## src/rtl/aclint_multi.sv

```systemverilog
// rtl/aclint_multi.sv - multi-hart machine timer / software interrupt block
//
// Purpose: one shared 64-bit mtime with a clock prescaler, plus a mtimecmp
// and msip register per hart. Each hart gets a registered timer interrupt
// and a software interrupt.
//
// Parameters: NHARTS (1..8), XLEN (32), ADDR_W (byte address width),
//             PRESCALE (i_clk cycles per mtime tick, 1..65535)
// Ports:
//   i_clk, i_rst_n          clock, asynchronous active-low reset
//   i_halt                  freeze mtime/prescaler (only with ACLINT_MTIME_HALT_EN)
//   i_re, i_we              read / write strobes
//   i_addr, i_wdata         byte address (bits [1:0] ignored), write data
//   o_rdata                 registered read data, held while i_re is low
//   o_mtip, o_msip          per-hart timer / software interrupt pending
// Optional feature macro: ACLINT_MTIME_HALT_EN
//
// Memory map: msip[h] 0x0000+4h, mtimecmp[h] lo/hi 0x4000+8h / 0x4004+8h,
//             mtime lo/hi 0xBFF8 / 0xBFFC; everything else reads 0.

module aclint_multi #(
  parameter int NHARTS   = 1,
  parameter int XLEN     = 32,
  parameter int ADDR_W   = 16,
  parameter int PRESCALE = 1
) (
  input  logic              i_clk,
  input  logic              i_rst_n,
`ifdef ACLINT_MTIME_HALT_EN
  input  logic              i_halt,
`endif
  input  logic              i_re,
  input  logic              i_we,
  input  logic [ADDR_W-1:0] i_addr,
  input  logic [XLEN-1:0]   i_wdata,
  output logic [XLEN-1:0]   o_rdata,
  output logic [NHARTS-1:0] o_mtip,
  output logic [NHARTS-1:0] o_msip
);

  logic              halt;
`ifdef ACLINT_MTIME_HALT_EN
  assign halt = i_halt;
`else
  assign halt = 1'b0;
`endif

  // Sub-word address bits carry no meaning.
  logic              unused_addr_lsb;
  assign unused_addr_lsb = ^i_addr[1:0];

  logic [ADDR_W-1:0] addr_w;
  assign addr_w = {i_addr[ADDR_W-1:2], 2'b00};

  logic [15:0]       presc_q, presc_d;
  logic [63:0]       mtime_q, mtime_d;
  logic [63:0]       mtimecmp_q [NHARTS];
  logic [63:0]       mtimecmp_d [NHARTS];
  logic [NHARTS-1:0] msip_q, msip_d;
  logic [NHARTS-1:0] mtip_q, mtip_d;
  logic [XLEN-1:0]   rdata_q, rdata_d;

  logic              sel_mtime_lo, sel_mtime_hi;
  logic [NHARTS-1:0] sel_msip, sel_cmp_lo, sel_cmp_hi;
  logic              tick;

  // Address decode; hart slots beyond NHARTS simply never match.
  always_comb begin
    sel_mtime_lo = (addr_w == ADDR_W'(32'hBFF8));
    sel_mtime_hi = (addr_w == ADDR_W'(32'hBFFC));
    sel_msip     = '0;
    sel_cmp_lo   = '0;
    sel_cmp_hi   = '0;
    for (int h = 0; h < NHARTS; h++) begin
      sel_msip[h]   = (addr_w == ADDR_W'(32'h0000 + 4 * h));
      sel_cmp_lo[h] = (addr_w == ADDR_W'(32'h4000 + 8 * h));
      sel_cmp_hi[h] = (addr_w == ADDR_W'(32'h4004 + 8 * h));
    end
  end

  assign tick = (presc_q == 16'(PRESCALE - 1));

  // mtime / prescaler next state. A software write to either half wins over
  // the tick: the other half is left untouched and the prescaler restarts.
  // Writes are honoured even while halted.
  always_comb begin
    presc_d = presc_q;
    mtime_d = mtime_q;
    if (i_we && sel_mtime_lo) begin
      mtime_d[31:0] = i_wdata[31:0];
      presc_d       = '0;
    end else if (i_we && sel_mtime_hi) begin
      mtime_d[63:32] = i_wdata[31:0];
      presc_d        = '0;
    end else if (!halt) begin
      if (tick) begin
        presc_d = '0;
        mtime_d = mtime_q + 64'd1;
      end else begin
        presc_d = presc_q + 16'd1;
      end
    end
  end

  // Per-hart registers and interrupt compare. The compare uses current
  // register values, so o_mtip lags any mtime/mtimecmp change by one cycle.
  always_comb begin
    msip_d = msip_q;
    mtip_d = '0;
    for (int h = 0; h < NHARTS; h++) begin
      mtimecmp_d[h] = mtimecmp_q[h];
      if (i_we && sel_msip[h])   msip_d[h]             = i_wdata[0];
      if (i_we && sel_cmp_lo[h]) mtimecmp_d[h][31:0]  = i_wdata[31:0];
      if (i_we && sel_cmp_hi[h]) mtimecmp_d[h][63:32] = i_wdata[31:0];
      mtip_d[h] = (mtime_q >= mtimecmp_q[h]);
    end
  end

  // Read mux works on pre-write state so a same-cycle read/write returns
  // the old value.
  always_comb begin
    rdata_d = '0;
    if (sel_mtime_lo) rdata_d = mtime_q[31:0];
    if (sel_mtime_hi) rdata_d = mtime_q[63:32];
    for (int h = 0; h < NHARTS; h++) begin
      if (sel_msip[h])   rdata_d = XLEN'(msip_q[h]);
      if (sel_cmp_lo[h]) rdata_d = mtimecmp_q[h][31:0];
      if (sel_cmp_hi[h]) rdata_d = mtimecmp_q[h][63:32];
    end
  end

  always_ff @(posedge i_clk or negedge i_rst_n) begin
    if (!i_rst_n) begin
      presc_q <= '0;
      mtime_q <= '0;
      msip_q  <= '0;
      mtip_q  <= '0;
      rdata_q <= '0;
      for (int h = 0; h < NHARTS; h++) mtimecmp_q[h] <= '1;
    end else begin
      presc_q <= presc_d;
      mtime_q <= mtime_d;
      msip_q  <= msip_d;
      mtip_q  <= mtip_d;
      if (i_re) rdata_q <= rdata_d;
      for (int h = 0; h < NHARTS; h++) mtimecmp_q[h] <= mtimecmp_d[h];
    end
  end

  assign o_rdata = rdata_q;
  assign o_mtip  = mtip_q;
  assign o_msip  = msip_q;

endmodule

```

## config.mk

```make
export PLATFORM = sky130hd
export DESIGN_NAME = aclint_multi
export DESIGN_NICKNAME = d
export VERILOG_FILES = /design/src/rtl/aclint_multi.sv
export SDC_FILE = /design/constraint.sdc
export NUM_CORES = 1
export LEC_CHECK = 0
export ABC_CLOCK_PERIOD_IN_PS = 5300
export BUFFER_PORTS_ARGS = -buffer_cell sky130_fd_sc_hd__buf_2
export CAP_MARGIN = 20
export CORE_MARGIN = 3
export CORE_UTILIZATION = 66
export DETAILED_ROUTE_END_ITERATION = 10
export PLACE_DENSITY = 0.95
export SLEW_MARGIN = 20
export SYNTH_ARGS = -nofsm -noshare
export SYNTH_HDL_FRONTEND = slang
export SYNTH_SLANG_ARGS = --single-unit
```

## constraint.sdc

```tcl
create_clock -name i_clk -period 5.3 [get_ports i_clk]
set_input_delay 0.795 -clock i_clk [delete_from_list [all_inputs] [get_ports i_clk]]
set_output_delay 0.795 -clock i_clk [all_outputs]
set_load 0.01 [all_outputs]
```

==> metrics list, run 1 <==
* Finish-stage setup viols: 0
* Share of the clock period used by the worst path: between 60% and 70%
- Area Growth Syn to Fin: 11.2%
- After synthesis, the cell types taking the most area are sky130_fd_sc_hd__dfrtp_1, sky130_fd_sc_hd__dfstp_2, sky130_fd_sc_hd__ha_1.
- Once the clock tree was built, the setup fixing pass inserted 0 buffers.
- Arrival time reported for the critical path endpoint: between 3 and 4 ns
- Global routing finished with a remaining overflow of 0.
* Number of antenna violations at the first check in global routing: 0
- The first global-routing pass estimated a little over 50 mm of wire.
- The flow ran to the end, and the final reports show no timing, DRC or antenna violations.
- Share of flip-flops with an asynchronous set or reset: 100%
- Worst slew pin tran: ~1.1 ns
* Via count normalized by instance count: a little under 7
* Top achievable clock speed: between 300 and 400 MHz
* Startpoint types: input port
* Number of hold-repair buffers added at the cts stage: 0
- Count of nets left with antenna violations after detail routing: 0
- GPL Wtd Cong: 0.935
- Worst reg2reg setup slack: 2.10 ns
* Length of the first detailed-routing pass in iterations: 6
- Number of placed I/O pins: between 80 and 90
- Cells fill between 70% and 80% of the core in the end.
- Max VDD drop: about 0.00033 V
- Core Box Area: approximately 0.016 mm2
- Insertion delay to the later sink of the worst-skew pair: roughly 0.44 ns
* Effective utilization at floorplan: 68.6%
- Post-route setup TNS: 0 ns
* DIE AREA: ~0.018 mm2
- The net count of the finished layout is around 1400.
- Routed length per placed instance: approximately 21 um
- Detailed router's first-iteration violation count: 1214
- Per report_power, the combinational group accounts for 5.6% of the total.
- Power density of the placed cells: around 240 mW/mm2
* Critical path type: in2reg
- Summed over its instances, the top area cell type makes up around a quarter of the synthesized netlist area.
- Total instance count after detailed placement: between 1000 and 1500
* Total internal power: between 2 and 2.5 mW
- HP Class: in2async
- For the worst setup path, the data required time is ~5.6 ns.
* Capture point of the worst reg-to-reg path: mtime_q[31]
* Min Tclk post-route: 3.21 ns
- Setup repair after global routing missed its margin: false
* Nature of the critical path endpoint: flip-flop
- Per report_power, the clock group accounts for between 40% and 50% of the total.
- Average cell area after synthesis: between 9 and 10 um2
- Most instantiated library cell after synthesis: sky130_fd_sc_hd__nand2_1
- The clock passes through at most 2 buffers.
* Layout Cells excl Fill: between 1500 and 2000
- Measured in cells, the most critical reg-to-reg path has a length of 8.
- In the synthesized netlist the dominant register cell turns out to be sky130_fd_sc_hd__dfrtp_1.
- Overall power: 2.99 mW
- The repair_antennas step left the layout with diodes totalling 0.
* Chip Width: 135 um
- PostCTS Resize Cnt: 0
- Measured along the y axis, the die boundary spans around 140 um.
* Normalized max-slew margin: 28.6%
* Leakage dissipation: approximately 5.3 nW
- Sequential share of the synthesized area: 41.0%
- When the netlist entered floorplanning its net count stood at 1339.
- Detailed placement ended at an HPWL of 21.3 mm.
- TritonCTS built the clock tree.
- Of all nets on the critical path, the largest fanout is 19.
* Area of the mapped netlist: between 0.01 and 0.015 mm2
- Final-report hold violation count: 0
* Clock transition at the register clock pins on the worst setup and hold paths after CTS: roughly 0.070 ns
* Clock sinks: roughly 180
* Post-synthesis sequential element count: around 180
* Post-synthesis cell type count: 67
* Power share of the sequential group: roughly 48%
- Max-cap violations: 0
- In the final layout, the share of cells above drive strength 1 is 19.5%.
* Pin count of the biggest net entering global routing: between 80 and 90
- The Yosys step of the flow raised 0 warnings.
* Remaining routing DRC violations: 0
- In this run the critical register-to-register path is launched from presc_q[0].
* Via count of the first global-routing pass: about 10000
- Summed over all nets, the switching power comes to between 0.7 and 0.8 mW.
* Synth area leader: sky130_fd_sc_hd__dfrtp_1
- Tot GR Track Use: 35.5%
- Input and output buffers added on the ports amount to 83.
- Number of cells produced by synthesis: between 1000 and 1500
- Of the total power, the share spent switching nets is a little under a quarter.
* Worst slack, placed: 1.74 ns
- Synth top cells by count: sky130_fd_sc_hd__nand2_1, sky130_fd_sc_hd__dfrtp_1, sky130_fd_sc_hd__inv_1
- The detailed router placed between 10000 and 15000 vias in this run.
* Total clock buffers created by CTS: 17
* Post-synth EDFFs: 0
- CTS H-tree lvls: 4
* Worst Clk Skew: between 0.008 and 0.009 ns
- Clock root buffer: sky130_fd_sc_hd__clkbuf_16
* Floorplan row count: 46
- Final Max Tran Viols: 0
- The routed design has between 30 and 40 mm of wire.
* Final Worst Setup Slack: approximately 2.1 ns
worst max-delay path: stages:
cell                        delay, ns
sky130_fd_sc_hd__buf_2           0.09
sky130_fd_sc_hd__nand4_1         0.17
sky130_fd_sc_hd__or4_1           0.85
sky130_fd_sc_hd__or2_0           0.54
sky130_fd_sc_hd__o21ai_2         0.35
sky130_fd_sc_hd__buf_4           0.38
sky130_fd_sc_hd__a21oi_1         0.09
sky130_fd_sc_hd__a2bb2oi_1       0.18
registers in the layout, indices dropped and copies added, names as in the netlist:
signal      cells
presc_q        16
mtime_q        64
o_rdata        32
o_msip          1
mtimecmp_q     64
o_mtip          1
placed cells by master (no fill, tap or decap), types with 17 or more instances in the layout:
master,n
sky130_fd_sc_hd__nand3_1,41
sky130_fd_sc_hd__buf_2,82
sky130_fd_sc_hd__a22o_1,31
sky130_fd_sc_hd__o21ai_0,96
sky130_fd_sc_hd__nand4_1,34
sky130_fd_sc_hd__nand2_1,149
sky130_fd_sc_hd__dfrtp_1,114
sky130_fd_sc_hd__inv_1,107
sky130_fd_sc_hd__xnor2_1,32
sky130_fd_sc_hd__a21boi_0,31
sky130_fd_sc_hd__clkbuf_16,17
sky130_fd_sc_hd__nor2_1,62
sky130_fd_sc_hd__dfstp_2,64
sky130_fd_sc_hd__o221ai_1,32
sky130_fd_sc_hd__ha_1,67
sky130_fd_sc_hd__a21oi_1,44
sky130_fd_sc_hd__mux2_2,36
sky130_fd_sc_hd__and3_1,22
metal layers:
metal	track usage [%]	up-vias	wire, um	part of all wire, %
li1	-	4501	-	-
met1	45.4	4882	12000	38
met2	56.0	694	15000	47
met3	8.28	168	3280	10
met4	19.1	0	1570	4.9
met5	0	-	0	0
kinds of logic (layout without fill, tap and decap cells):
group / count (synthesis) / in the layout / share of synthesized area, %
muxes: 37 / 37 / 3.76
buffers and inverters: 172 / 238 / 6.03
AOI/OAI and AO/OA: 337 / 337 / 20.4
DFF: 178 / 178 / 41.0
xor gates and xnor gates: 47 / 47 / 3.72
and+or+nand+nor: 382 / 382 / 17.5
adders and majority gates: 67 / 67 / 7.58
area by class of cell:
| class | count | area (um2) |
|---|---|---|
| sequential | 178 | 4530 |
| clock inverter | 13 | 210 |
| tap | 216 | 270 |
| timing repair buffer | 99 | 554 |
| fill | 1066 | 3820 |
| clock buffer | 19 | 433 |
| inverter | 107 | 402 |
| multi-input combinational | 870 | 5890 |
metrics by stage:
stage	area [um2]	hold slack (ns)
CTS	12300	0.460
finish	12300	0.426
floorplan	11100	0.468
global placement	11600	0.479
detailed placement	11600	0.488
global route	12300	0.475
power groups by stage:
stage	Clock, mW	Combinational, mW	Sequential [mW]
detailed placement	0	0.161	1.45
global route	1.46	0.187	1.43
CTS	1.40	0.165	1.43
global placement	0	0.155	1.45
floorplan	0	0.0752	1.44
finish	1.39	0.168	1.43
worst max path at each step:
stage	startpoint	to	depth (start not counted)
floorplan	i_addr[7]	mtime_q[35]	10
global placement	i_addr[7]	mtime_q[60]	7
detailed placement	i_addr[7]	mtime_q[58]	7
CTS	presc_q[0]	mtime_q[31]	8
global route	presc_q[0]	mtime_q[40]	8
finish	i_addr[7]	mtime_q[39]	8
(Power assumes the default switching activity.)
==> inputs of run 2 (changes only) <==
ABC_AREA = 1   (was unset)
ABC_CLOCK_PERIOD_IN_PS = 3000   (was 5300)
CORE_UTILIZATION = 62   (was 66)
PLACE_DENSITY = 0.93   (was 0.95)
clock period = 3 ns   (was 5.3 ns; I/O delays follow)
==> run 2 against run 1 <==
  * Area after synthesis rose by 12%
  * Highest routed layer unchanged
  * Via count rose by 24%
  * Setup slack got worse by 1.4 ns
  * Global-route usage rose by 0.60 points
  * Clock skew rose by 0.0025 ns
  * Final cell count rose by 46%
  * Largest power group unchanged
  * Critical path depth fell by 2
  * Sequential power rose by 74%
==> metrics list, run 2 <==
- Status: complete, no violations (unchanged)
- Synth Flop Type: sky130_fd_sc_hd__dfrtp_1 (unchanged)
- The area share of the leading cell type in the synthesized netlist is 23.1% (was 25.8%).
- The core footprint is 0.0195 mm2 (was 0.0161 mm2).
- Top achievable clock speed: about 430 MHz
- The total number of placement rows came to 51 (was 46).
- Number of port buffers: 83 (unchanged)
- Finish-stage setup viols: 0 (unchanged)
* Number of antenna violations at the first check in global routing: 0 (unchanged)
* Clock root buffer: sky130_fd_sc_hd__clkbuf_16 (unchanged)
- The clock insertion delay at the later pin of the skew report came to 0.44 ns (about the same).
* Normalized max-slew margin: 43.0% (was 28.6%)
* Post-route setup TNS: 0 ns (unchanged)
- The worst-case vdd ir drop is 0.000402 V (was 0.000326 V).
- The remaining global-route overflow came to 0 (unchanged).
- The TritonCTS clock tree is done (unchanged).
* Post-CTS setup-driven buffer insertion count: 0 (unchanged)
* Clock transition at the register clock pins on the worst setup and hold paths after CTS: 0.07 ns (about the same)
- The largest incremental delay on the critical path was 0.76 ns (was 0.85 ns).
- The final max-slew violation count was 0 (unchanged).
* DIE AREA: 0.0217 mm2 (was 0.0183 mm2)
- Biggest fanout along the worst timing path: 7 (was 19)
- CP Cell Sequence: ha_1 -> nand2_1 -> nor4_1 -> and3b_1 -> nand2_1 -> nand3_1 (was buf_2 -> nand4_1 -> or4_1 -> or2_0 -> o21ai_2 -> buf_4 -> a21oi_1 -> a2bb2oi_1)
- The first-pass GRT wire length was 62.5 mm (was 51.9 mm).
- Maximum clock path buffer count: 2 (unchanged)
- HPWL Detailed: 29.2 mm (was 21.3 mm)
- Total clock buffers created by CTS: 17 (unchanged)
* Routed length per placed instance: 17.5 um (was 21.2 um)
- Nature of the critical path endpoint: flip-flop (unchanged)
- Synth Net Count: 1961 (was 1339)
- Length of the first detailed-routing pass in iterations: 6 (unchanged)
- Post-synthesis sequential element count: 178 (unchanged)
- Cell with the most instances on the worst path: sky130_fd_sc_hd__nand2_1
- Min Tclk post-route: roughly 2.3 ns
* Layout Cells excl Fill: 2193 (was 1502)
* Number of placed I/O pins: 86 (unchanged)
* Clock sinks: 178 (unchanged)
- Synth area leader: sky130_fd_sc_hd__dfrtp_1 (unchanged)
* Detailed router's first-iteration violation count: 1162 (was 1214)
- The number of maximum-capacitance constraint violations came to 0 (unchanged).
* Fraction of final layout cells sized beyond drive strength 1: 12.9% (was 19.5%)
- Filler Cells Inserted: 1661 (was 1066)
- The number of standard cells after synthesis is 1842 (was 1220).
- Worst slew pin tran: 0.848 ns (was 1.07 ns)
- The routability-driven placement congestion ratio is 1.03 (was 0.935).
- The global router's overall resource usage is 36.1% (was 35.5%).
* Highest-count cells in the layout ignoring fill and taps: sky130_fd_sc_hd__nand2_1, sky130_fd_sc_hd__nor2_1, sky130_fd_sc_hd__inv_1, sky130_fd_sc_hd__nand3_1, sky130_fd_sc_hd__dfrtp_1 (was sky130_fd_sc_hd__nand2_1, sky130_fd_sc_hd__dfrtp_1, sky130_fd_sc_hd__inv_1, sky130_fd_sc_hd__o21ai_0, sky130_fd_sc_hd__buf_2)
- Die height: 147 um (was 135 um)
* PostCTS Resize Cnt: 0 (unchanged)
* Detailed-route wire length: 38.5 mm (was 31.8 mm)
- Post-synthesis cell type count: 40 (was 67)
- The critical setup path kind is reg2reg (was in2reg).
- Synth top cells by count: sky130_fd_sc_hd__nand2_1, sky130_fd_sc_hd__nor2_1, sky130_fd_sc_hd__inv_1 (was sky130_fd_sc_hd__nand2_1, sky130_fd_sc_hd__dfrtp_1, sky130_fd_sc_hd__inv_1)
- Share of the clock period used by the worst path: between 70% and 80%
* Sequential share of the synthesized area: 36.7% (was 41.0%)
- The total number of vias came to 12698 (was 10245).
- Setup repair after global routing missed its margin: false (unchanged).
- HP Class: in2reg (was in2async)
- The number of warning messages in the yosys log is 0 (unchanged).
- Total instance count after detailed placement: 2160 (was 1469)
- The number of antenna-violating nets in the routed design is 0 (unchanged).
- Share of flip-flops with an asynchronous set or reset: 100% (unchanged)
- The hold violation count in the final report was 0 (unchanged).
* Remaining routing DRC violations: 0 (unchanged)
- The cell at the slowest stage of the critical path was sky130_fd_sc_hd__nor4_1 (was sky130_fd_sc_hd__or4_1).
* Worst Clk Skew: 0.0113 ns (was 0.00878 ns)
* Pin count of the biggest net entering global routing: 65 (was 88)
- Total area of sequential cells: 0.00453 mm2 (unchanged)
* Arrival time reported for the critical path endpoint: 2.70 ns (was 3.46 ns)
* Top area cells in the synthesized netlist: sky130_fd_sc_hd__dfrtp_1, sky130_fd_sc_hd__nand2_1, sky130_fd_sc_hd__dfstp_2 (was sky130_fd_sc_hd__dfrtp_1, sky130_fd_sc_hd__dfstp_2, sky130_fd_sc_hd__ha_1)
- The kind of cell with the highest combined delay on the critical path is simple AND/OR/NAND/NOR gates (unchanged).
* Diodes inserted: 0 (unchanged)
- Most common cell after layout, fill and taps aside: sky130_fd_sc_hd__nand2_1 (unchanged)
- The number of enable flip-flop cells after synthesis came to 0 (unchanged).
- The post-synthesis cell area was 0.0124 mm2 (was 0.0111 mm2).
* Effective utilization at floorplan: 63.3% (was 68.6%)
* Startpoint types: flip-flop (was input port)
- The count of buffer and inverter cells on the critical path was 0 (was 2).
- The deepest level of the CTS H-tree was 4 (unchanged).
* Multi-input logic area: 0.00681 mm2 (was 0.00589 mm2)
- Number of hold-repair buffers added at the cts stage: 1 (was 0)
- Via count normalized by instance count: 5.79 (was 6.82)
- Area Growth Syn to Fin: 10.4% (was 11.2%)
* Average cell area after synthesis: 6.71 um2 (was 9.06 um2)
* Power density of the placed cells: 365 mW/mm2 (was 243 mW/mm2)
- The static leakage is 6.94 nW (was 5.30 nW).
- The die outline width came to 147 um (was 135 um).
* Via count of the first global-routing pass: 12262 (was 10319)
* Nets: 2034 (was 1392)
* Crit path required time: 3.36 ns (was 5.56 ns)
- The most instantiated library cell after synthesis is sky130_fd_sc_hd__nand2_1 (unchanged).
==> run 2: cell types whose count changed after synthesis, moves of 15 or more <==
cell	previous run	this run
sky130_fd_sc_hd__clkbuf_1	57	26
sky130_fd_sc_hd__inv_1	107	190
sky130_fd_sc_hd__a2bb2oi_1	15	0
sky130_fd_sc_hd__nor2_1	65	211
sky130_fd_sc_hd__buf_2	5	23
sky130_fd_sc_hd__a22o_1	31	0
sky130_fd_sc_hd__mux2_2	36	0
sky130_fd_sc_hd__and3_1	22	0
sky130_fd_sc_hd__a21boi_0	31	0
sky130_fd_sc_hd__o221ai_1	32	0
sky130_fd_sc_hd__nand2_1	149	663
sky130_fd_sc_hd__nand3_1	42	161
==> run 2: worst reg2reg max path, stage by stage (launching register included) <==
cell and delay [ns]:
sky130_fd_sc_hd__dfrtp_1 0.52, sky130_fd_sc_hd__ha_1 0.39, sky130_fd_sc_hd__nand2_1 0.12, sky130_fd_sc_hd__nor4_1 0.77
sky130_fd_sc_hd__and3b_1 0.29, sky130_fd_sc_hd__nand2_1 0.05, sky130_fd_sc_hd__nand3_1 0.13
==> run 2: per-layer routing <==
layer	up-vias	share of wire, %	global-route usage, %
met1	5904	41	48.5
met4	0	3.3	12.1
met2	681	47	59.4
met5	-	0	0
li1	5982	-	-
met3	131	8.8	6.57
==> run 2: final timing paths <==
path / start / endpoint / cells past startpoint / slack (ns)
worst min-delay path: i_wdata[9] / mtime_q[9] / 3 / 0.25
max in group asynchronous: i_rst_n / mtimecmp_q[10] / 3 / 1.59
worst min register to register: o_rdata[28] / o_rdata[28] / 2 / 0.47
worst max-delay path: mtime_q[47] / o_mtip / 6 / 0.66
min in group asynchronous: i_rst_n / presc_q[7] / 2 / 0.53
worst max register to register: mtime_q[47] / o_mtip / 6 / 0.66
==> run 2: metrics by stage <==
stage | hold WS [ns] | power (mW) | util (%) | instance area, um2 | setup slack, ns
global route | 0.261 | 5.13 | 69.9 | 13600 | 0.594
global placement | 0.424 | 2.79 | 66.9 | 13100 | 0.750
floorplan | 0.154 | 2.65 | - | 12400 | 1.36
finish | 0.250 | 4.97 | 69.9 | 13600 | 0.659
CTS | 0.248 | 4.98 | 69.9 | 13600 | 0.785
detailed placement | 0.431 | 2.80 | 66.9 | 13100 | 0.699
==> run 2: logic make-up after synthesis <==
logic type               count (synthesis)  share of synthesized area (%)
AND/OR/NAND/NOR                       1147                           39.3
buffers and inverters                  260                           8.31
flip-flops                             178                           36.7
AO/OA/AOI/OAI                          153                           6.34
adder cells (fa/ha/maj)                 67                           6.78
XOR/XNOR                                37                           2.62
==> run 2: layout make-up <==
| class | instances | area share [%] |
|---|---|---|
| Inverter | 206 | 5.67 |
| Timing Repair Buffer | 108 | 4.67 |
| Clock inverter | 13 | 0.936 |
| Tap cell | 265 | 2.43 |
| Clock buffer | 19 | 3.17 |
| Sequential cell | 178 | 33.2 |
| Multi-Input combinational cell | 1404 | 49.9 |
==> run 2: where the power goes <==
part / switching, mW / internal (mW) / leakage [nW]
clock: 1.05 / 1.16 / 0.276
combinational: 0.192 / 0.0877 / 4.62
sequential: 0.0432 / 2.44 / 2.05
